--- config.mk ---
export PLATFORM = sky130hd
export DESIGN_NAME = circular_conv_engine
export DESIGN_NICKNAME = d
export VERILOG_FILES = /design/src/rtl/circ_conv_pkg.sv /design/src/rtl/circ_conv_lane.sv /design/src/rtl/circular_conv_engine.sv
export SDC_FILE = /design/constraint.sdc
export NUM_CORES = 1
export LEC_CHECK = 0
export ABC_CLOCK_PERIOD_IN_PS = 1600
export BUFFER_PORTS_ARGS = -buffer_cell sky130_fd_sc_hd__buf_2
export CAP_MARGIN = 20
export CELL_PAD_IN_SITES_DETAIL_PLACEMENT = 2
export CELL_PAD_IN_SITES_GLOBAL_PLACEMENT = 2
export CORE_AREA = 8 8 296 298
export CTS_BUF_LIST = sky130_fd_sc_hd__clkbuf_2 sky130_fd_sc_hd__clkbuf_4 sky130_fd_sc_hd__clkbuf_8
export DETAILED_ROUTE_END_ITERATION = 16
export DIE_AREA = 0 0 304 306
export PLACE_DENSITY_LB_ADDON = 0.1
export SYNTH_ARGS = -nofsm -noshare
export SYNTH_HDL_FRONTEND = slang
export SYNTH_SLANG_ARGS = --single-unit
--- constraint.sdc ---
create_clock -name clk -period 1.6 [get_ports clk]
set_clock_uncertainty 0.1 [all_clocks]
set_input_delay 0.16 -clock clk [delete_from_list [all_inputs] [get_ports clk]]
set_output_delay 0.16 -clock clk [all_outputs]
set_load 0.05 [all_outputs]
--- src/rtl/circ_conv_pkg.sv ---
// Shared types and helpers for the circular convolution/correlation engine.
// Latency: n/a (types and constant/combinational functions only).
// Backpressure: n/a.
// Contents: state_t FSM encoding, mode_t run mode, acc_w() accumulator width,
// sat_or_wrap() final QLEN reduction. Build option: CIRC_CONV_SAT_EN selects
// saturation; default build wraps.
package circ_conv_pkg;

    typedef enum logic [1:0] {
        IDLE    = 2'd0,
        COMPUTE = 2'd1,
        DRAIN   = 2'd2,
        DONE    = 2'd3
    } state_t;

    typedef enum logic {
        MODE_CORR = 1'b0,
        MODE_CONV = 1'b1
    } mode_t;

    // Each product keeps 2*QLEN-FRAC bits after the shift; N of them need
    // clog2(N) growth bits so the running sum can never overflow.
    function automatic int acc_w(input int qlen, input int frac, input int n);
        return 2 * qlen - frac + $clog2(n);
    endfunction

    // Reduce a sign-extended accumulator to QLEN bits. The caller keeps the
    // low QLEN bits of the returned value.
    function automatic logic signed [63:0] sat_or_wrap(input logic signed [63:0] acc,
                                                       input int qlen);
`ifdef CIRC_CONV_SAT_EN
        logic signed [63:0] hi;
        logic signed [63:0] lo;
        hi = (64'sd1 <<< (qlen - 1)) - 64'sd1;
        lo = -(64'sd1 <<< (qlen - 1));
        if (acc > hi) begin
            return hi;
        end else if (acc < lo) begin
            return lo;
        end else begin
            return acc;
        end
`else
        logic signed [63:0] mask;
        mask = (64'sd1 <<< qlen) - 64'sd1;
        return acc & mask;
`endif
    endfunction

endpackage

--- src/rtl/circ_conv_lane.sv ---
// One output lane: full N-term dot product of w against a rotated x.
// Latency: purely combinational; the parent registers sum_o.
// Backpressure: none, evaluated every cycle from held operands.
// Ports: x_i/w_i flat sample/weight vectors (element i at [i*QLEN +: QLEN]),
//        conv_i 1 = convolution index (k-j), 0 = correlation (j+k),
//        k_i output index, sum_o ACC_W-bit signed sum.
module circ_conv_lane
    import circ_conv_pkg::*;
#(
    parameter int QLEN        = 16,
    parameter int FRAC_SIZE   = 12,
    parameter int WINDOW_SIZE = 16,
    parameter int IDXW        = $clog2(WINDOW_SIZE),
    parameter int ACC_W       = acc_w(QLEN, FRAC_SIZE, WINDOW_SIZE)
) (
    input  logic [WINDOW_SIZE*QLEN-1:0] x_i,
    input  logic [WINDOW_SIZE*QLEN-1:0] w_i,
    input  logic                        conv_i,
    input  logic [IDXW-1:0]             k_i,
    output logic signed [ACC_W-1:0]     sum_o
);

    localparam int PW = 2 * QLEN - FRAC_SIZE;

    logic signed [QLEN-1:0]   xa [WINDOW_SIZE];
    logic signed [QLEN-1:0]   wa [WINDOW_SIZE];
    logic signed [ACC_W-1:0]  acc;
    logic signed [2*QLEN-1:0] prod;
    logic signed [PW-1:0]     term;
    logic [IDXW-1:0]          idx;
    int                       t;

    for (genvar i = 0; i < WINDOW_SIZE; i++) begin : g_unpack
        assign xa[i] = x_i[i*QLEN +: QLEN];
        assign wa[i] = w_i[i*QLEN +: QLEN];
    end

    always_comb begin
        acc  = '0;
        prod = '0;
        term = '0;
        idx  = '0;
        t    = 0;
        for (int j = 0; j < WINDOW_SIZE; j++) begin
            // Both k and j are below N, so a single conditional correction
            // implements the modulo for any N, not just powers of two.
            if (conv_i) begin
                t = int'(k_i) - j;
                if (t < 0) t = t + WINDOW_SIZE;
            end else begin
                t = int'(k_i) + j;
                if (t >= WINDOW_SIZE) t = t - WINDOW_SIZE;
            end
            idx  = IDXW'(t);
            prod = wa[IDXW'(j)] * xa[idx];
            // Arithmetic shift floors toward -inf; the top FRAC bits are
            // pure sign copies and are dropped.
            term = PW'(prod >>> FRAC_SIZE);
            acc  = acc + ACC_W'(term);
        end
    end

    assign sum_o = acc;

endmodule

--- src/rtl/circular_conv_engine.sv ---
// Fixed-point N-point circular correlation/convolution, LANES outputs per cycle.
// Latency: out_valid rises C+1 edges after accept (C = N/LANES); 1 window per C+3 cycles.
// Backpressure: result held while out_ready=0; in_ready only in IDLE, no run overlap.
// Ports: clk, rst (async, active-high); in_valid/in_ready with mode, weights,
//        in_data (flat N x QLEN, element i at [i*QLEN +: QLEN]); out_valid/out_ready
//        with out_data (same packing). Build option: CIRC_CONV_SAT_EN saturates
//        results to QLEN, otherwise the low QLEN bits are kept.
module circular_conv_engine
    import circ_conv_pkg::*;
#(
    parameter int QLEN        = 16,
    parameter int FRAC_SIZE   = 12,
    parameter int WINDOW_SIZE = 16,
    parameter int LANES       = 4
) (
    input  logic                        clk,
    input  logic                        rst,
    input  logic                        in_valid,
    output logic                        in_ready,
    input  logic                        mode,
    input  logic [WINDOW_SIZE*QLEN-1:0] weights,
    input  logic [WINDOW_SIZE*QLEN-1:0] in_data,
    output logic                        out_valid,
    input  logic                        out_ready,
    output logic [WINDOW_SIZE*QLEN-1:0] out_data
);

    localparam int C     = WINDOW_SIZE / LANES;
    localparam int PTRW  = (C > 1) ? $clog2(C) : 1;
    localparam int IDXW  = $clog2(WINDOW_SIZE);
    localparam int ACC_W = acc_w(QLEN, FRAC_SIZE, WINDOW_SIZE);

    if (WINDOW_SIZE < 2) begin : g_bad_n
        $error("circular_conv_engine: WINDOW_SIZE must be >= 2");
    end
    if (WINDOW_SIZE % LANES != 0) begin : g_bad_lanes
        $error("circular_conv_engine: WINDOW_SIZE must be a multiple of LANES");
    end

    state_t                        state_q, state_d;
    logic [PTRW-1:0]               ptr_q, ptr_d;
    logic                          out_valid_q, out_valid_d;
    logic [WINDOW_SIZE*QLEN-1:0]   x_q, w_q;
    mode_t                         mode_q;
    logic                          wr_en_q;
    logic [PTRW-1:0]               wr_grp_q;
    logic signed [ACC_W-1:0]       lane_sum [LANES];
    logic signed [ACC_W-1:0]       sum_q    [LANES];
    logic                          accept;

    assign in_ready  = (state_q == IDLE);
    assign accept    = (state_q == IDLE) && in_valid;
    assign out_valid = out_valid_q;

    always_comb begin
        state_d     = state_q;
        ptr_d       = ptr_q;
        out_valid_d = out_valid_q;
        case (state_q)
            IDLE: begin
                if (in_valid) begin
                    state_d = COMPUTE;
                    ptr_d   = '0;
                end
            end
            COMPUTE: begin
                if (ptr_q == PTRW'(C - 1)) begin
                    ptr_d   = '0;
                    state_d = DRAIN;
                end else begin
                    ptr_d = ptr_q + 1'b1;
                end
            end
            DRAIN: begin
                // Last group lands in out_data on this edge, so valid rises with it.
                state_d     = DONE;
                out_valid_d = 1'b1;
            end
            DONE: begin
                if (out_ready) begin
                    state_d     = IDLE;
                    out_valid_d = 1'b0;
                end
            end
            default: begin
                state_d     = IDLE;
                out_valid_d = 1'b0;
            end
        endcase
    end

    always_ff @(posedge clk or posedge rst) begin
        if (rst) begin
            state_q     <= IDLE;
            ptr_q       <= '0;
            out_valid_q <= 1'b0;
        end else begin
            state_q     <= state_d;
            ptr_q       <= ptr_d;
            out_valid_q <= out_valid_d;
        end
    end

    // Operands are frozen at accept so later input activity cannot disturb a run.
    always_ff @(posedge clk or posedge rst) begin
        if (rst) begin
            x_q      <= '0;
            w_q      <= '0;
            mode_q   <= MODE_CORR;
            wr_en_q  <= 1'b0;
            wr_grp_q <= '0;
            for (int l = 0; l < LANES; l++) sum_q[l] <= '0;
        end else begin
            if (accept) begin
                x_q    <= in_data;
                w_q    <= weights;
                mode_q <= mode_t'(mode);
            end
            wr_en_q  <= (state_q == COMPUTE);
            wr_grp_q <= ptr_q;
            if (state_q == COMPUTE) begin
                for (int l = 0; l < LANES; l++) sum_q[l] <= lane_sum[l];
            end
        end
    end

    for (genvar l = 0; l < LANES; l++) begin : g_lane
        logic [IDXW-1:0] lane_k;
        assign lane_k = IDXW'(int'(ptr_q) * LANES + l);

        circ_conv_lane #(
            .QLEN        (QLEN),
            .FRAC_SIZE   (FRAC_SIZE),
            .WINDOW_SIZE (WINDOW_SIZE),
            .IDXW        (IDXW),
            .ACC_W       (ACC_W)
        ) u_lane (
            .x_i    (x_q),
            .w_i    (w_q),
            .conv_i (mode_q == MODE_CONV),
            .k_i    (lane_k),
            .sum_o  (lane_sum[l])
        );
    end

    // Each output element is its own register, written only when its group
    // comes out of the sum pipeline register; otherwise it holds.
    for (genvar e = 0; e < WINDOW_SIZE; e++) begin : g_out
        localparam int GE = e / LANES;
        localparam int LE = e % LANES;
        logic [QLEN-1:0] y_q;

        always_ff @(posedge clk or posedge rst) begin
            if (rst) begin
                y_q <= '0;
            end else if (wr_en_q && (wr_grp_q == PTRW'(GE))) begin
                y_q <= QLEN'(sat_or_wrap(64'(sum_q[LE]), QLEN));
            end
        end

        assign out_data[e*QLEN +: QLEN] = y_q;
    end

endmodule

-- After elaboration in Yosys (flattened, before gate mapping)
Cells that the tools add are included.
- output and inout port bits: 258
- word-level logic and storage cells: 26
- register bits: 5
- equality and inequality tests: 7
- mux-type cells: 9
- $add $sub $neg: 1
- reductions and logical operators: 6
- operators by type and width (operator ; count):
    $mux 2 ; 5
    $pmux 2 s4 ; 1
    $eq 2x2->1 const B ; 3
    $ne 2x2->1 const B ; 3
    $pmux 2 s2 ; 1
    $reduce_and 2->1 ; 2
    $reduce_bool 2->1 ; 2
    $reduce_and 3->1 ; 1
    $add 2x1->2 const B ; 1
    $eq 2x1->1 const B ; 1
    $logic_not 2->1 ; 1
    $pmux 1 s2 ; 1
    $mux 1 ; 1

-- Logic depth before layout (Yosys ltp)
- depth after elaboration: 3
- depth in mapped cells: 5
- mapped depth without buffers: 5

-- Hierarchy
A second synthesis with hierarchy kept.
- cell total of the unflattened synthesis: 1895
- area, all modules: 32237.2 um^2
- by module, submodules not included (module ; cells an instance ; area an instance (um^2) ; times used):
    circular_conv_engine ; 1795 ; 31501.5 ; 1
    circ_conv_lane ; 25 ; 183.9 ; 4

-- Worst setup path after synthesis
Ideal clock, no wire load.
- path type: register to register
- start: register state_q[0]
- end: register state_q[1]
- arrival time: 1604 ps
- data required time: 1375 ps
- setup time: 125 ps
- cell stages (with the launch flop): 6
- path slack: -229 ps
- path through: dfrtp_1 > inv_1 > ha_1 > nand2b_1 > o221a_4 > mux2_4
- longest elaborated chain between the ends: 3
- elaborated cells on any way between the ends: 9
- those cells by class: eq/ne (6); mux (1); reduce/logical (2)
- RTL lines (what ; RTL line ; RTL):
    start: declaration ; circular_conv_engine.sv:40 ; state_t state_q, state_d;
    start signal: assignment ; circular_conv_engine.sv:98 ; state_q <= state_d;
    $logic_not 2->1 (*) ; n/a ;
    via in_ready ; circular_conv_engine.sv:19 ; output logic in_ready,
    $ne 2x2->1 (no source line) ; n/a ;
    $reduce_and 3->1 (no source line) ; n/a ;
Mark *: on every way through the listed nets, which the timed path passes. The rest lies on a longest branch.
A chain may end at the register's enable or synchronous reset.

-- Final worst setup path
- start: register state_q[1]
- end: register state_q[1]
- longest elaborated chain between the ends: 3
- elaborated cells on any way between the ends: 9
- those cells by class: eq/ne (6); mux (1); reduce/logical (2)
- RTL lines (what ; RTL line ; RTL):
    $eq 2x1->1 (tied with other cells) ; circular_conv_engine.sv:59 ; case (state_q)
    $ne 2x2->1 (no source line) ; n/a ;
    $reduce_and 3->1 (no source line) ; n/a ;
Parallel ways exist; a longest one is shown, timed or not.

==> impl_metrics.yaml <==
run_status:
  outcome: "complete, no violations"
power_and_ir_drop:
  p_leak_uw: 0.00108
  peakVddDrop_v: 0.000169
  power_density_mw_per_mm2: 914
clock_network:
  post_cts_buffers: 0
  root_buffer: "clkbuf_8"
  cts_sinks: 5
  cts.clk_slew.worst_paths_ps: 40
  cts_buffers: 3
  cts_max_level: 1
  cts_tree: "done"
  clockBufferDepth: 2
  clk_latency_ps: 220
global_route:
  grt_pass1_wl_mm: 7.30
  grt_start_max_net_pins: 6
  antenna_found_initial: 0
  grt_use_total: 0.00978
  overflow: 0
  grt_pass1_vias: 1238
placement:
  io_buffers: 5
  place_area_sq_mm: 0.00271
  dp_hpwl_mm: 5.28
  placedCellCount: 1375
  place_ws_ps: 53.0
  place_congestion: 0.536
floorplan:
  start_util: 0.0269
  die_area_sq_mm: 0.0930
  io_pins: 775
  rows: 106
  die-height_um: 306
  die_x_um: 304
  core-area_sq_mm: 0.0829
yosys:
  yosysSeqAreaShare: 0.0561
  yosys.area.top_type: "buf_4"
  synth_most_common_cell: "buf_4"
  synth_edf_count: 0
  synth_ff_type: "dfrtp_1"
  postSynthAreaPerCell_sq_um: 7.85
  netlist_instances: 284
  synth_common_cells: "buf_4 (256), dfrtp_1 (5), ha_1 (5), inv_1 (5), nor2_1 (3)"
  async_flop_share: 1.00
  yosysTopAreaCellShare: 0.862
  ys_top_cells_by_area: "buf_4 (86%), dfrtp_1 (5.6%), ha_1 (2.8%)"
  syn_area_sq_mm: 0.00223
  synthDistinctLibCells: 14
  synth_warnings: 0
  synth_seq_cells: 5
sta:
  fmax_mhz: 655
  finalCriticalPeriod_ps: 1530
  slew_violations: 0
  rsz0062_at_grt: "false"
  hold_viol_final: 0
  hold_ws_ps: 80.4
  min_period_over_period: 0.955
  finalSetupViolations: 0
  fin_ws_ps: 72.6
setup_path:
  cp_num_buf_inv: 2
  path_delay_family: "flip-flops"
  path_class: "reg -> reg"
  cp-start-kind: "flop"
  cp_max_fo: 3
  slowest_delay_ps: 390
  cp_slowest_cell: "dfrtp_1"
  arrival_ps: 1530
  path_cells: "inv_1 -> ha_2 -> inv_2 -> o221a_4 -> mux2_4"
  endpoint_kind: "flop"
  critPathRequiredTime_ps: 1600
routing:
  dr.pass1.iters: 2
  vias: 931
  routed_wl_mm: 5.41
  drt-wirelength-per-cell_um: 3.92
  drt-initial-drc-count: 6
  drc: 0
  vias_per_cell: 0.675
  final_antenna_net_count: 0
layout:
  final_nets: 823
  stdcell_count: 1380
  fillCellCount: 10000
  antennaDiodeCount: 0
  final_area_sq_mm: 0.00277
  area_growth_pct: 24.2
  final_util: 0.0334
  seqCellArea_sq_um: 125
  drive_gt1_frac: 0.0700
  multiInputGateArea_sq_mm: 0.00113
flow_run:
  maxCapViolations: 0
min_path:
  hp-class: "in -> reg"
[flip-flops by register name, summed over array words and instances, names as in the netlist]
name	flops
ptr_q	2
state_q	2
out_valid	1
[routing by layer]
layer | GRT usage | vias up | wire, um
met5 | 0 | - | 0
met1 | 0.00719 | 388 | 1500
met3 | 0.0112 | 2 | 1340
li1 | - | 381 | -
met2 | 0.0161 | 160 | 2530
met4 | 0.00333 | 0 | 42
[cell type report]
type                       count  area share
clock buffer                   4      0.0176
inverter                       6     0.00813
multi-input combinational    272       0.409
sequential                     5      0.0452
tap                         1080       0.488
timing repair buffer          13      0.0325
[cells in the final DEF, fill, tap and decap left out, types with 2 or more instances in the layout]
master	n
ha_1	3
conb_1	256
nor2_1	3
buf_2	4
clkbuf_4	2
clkbuf_8	3
dfrtp_1	5
a32o_1	2
inv_1	5
buf_4	7
[where the power goes]
part           switching (uW)  internal, uW  total [uW]
clock                    68.2           189         257
sequential               49.0           190         239
combinational            1690           344        2040
[what timing repair did]
action / 4_1_cts / 5_1_grt
endpoints found under the hold margin: 5 / 0
hold buffers: 1 / 0
setup endpoints to repair: 0 / 2
resized for setup: 0 / 2
[kinds of logic (layout without fill, tap and decap cells)]
kind of cell / after synthesis / count (layout) / synth area share
buffers and inverters: 262 / 23 / 0.872
adders and majority gates: 5 / 5 / 0.0281
AOI/OAI and AO/OA: 5 / 5 / 0.0230
DFF: 5 / 5 / 0.0561
and+or+nand+nor: 4 / 4 / 0.00786
muxes: 2 / 2 / 0.0112
other: 1 / 256 / 0.00168
[path summary, 6_finish.rpt]
path                            startpoint          to  slack (ps)  cells past startpoint
worst max-delay path            state_q[1]  state_q[1]          70                      5
worst min-delay path             out_ready   out_valid          80                      2
worst max register to register  state_q[1]  state_q[1]          70                      5
worst min register to register    ptr_q[1]    ptr_q[1]         410                      1
max in group asynchronous              rst    ptr_q[1]         870                      3
min in group asynchronous              rst  state_q[0]         320                      3
[through the flow]
stage	setup TNS, ps	power (uW)
final	0	2530
after global routing	0	2700
after CTS	0	2520
after detailed placement	0	2250
after global placement	-7.52	2280
after floorplan	0	2470
(Power assumes the default switching activity.)
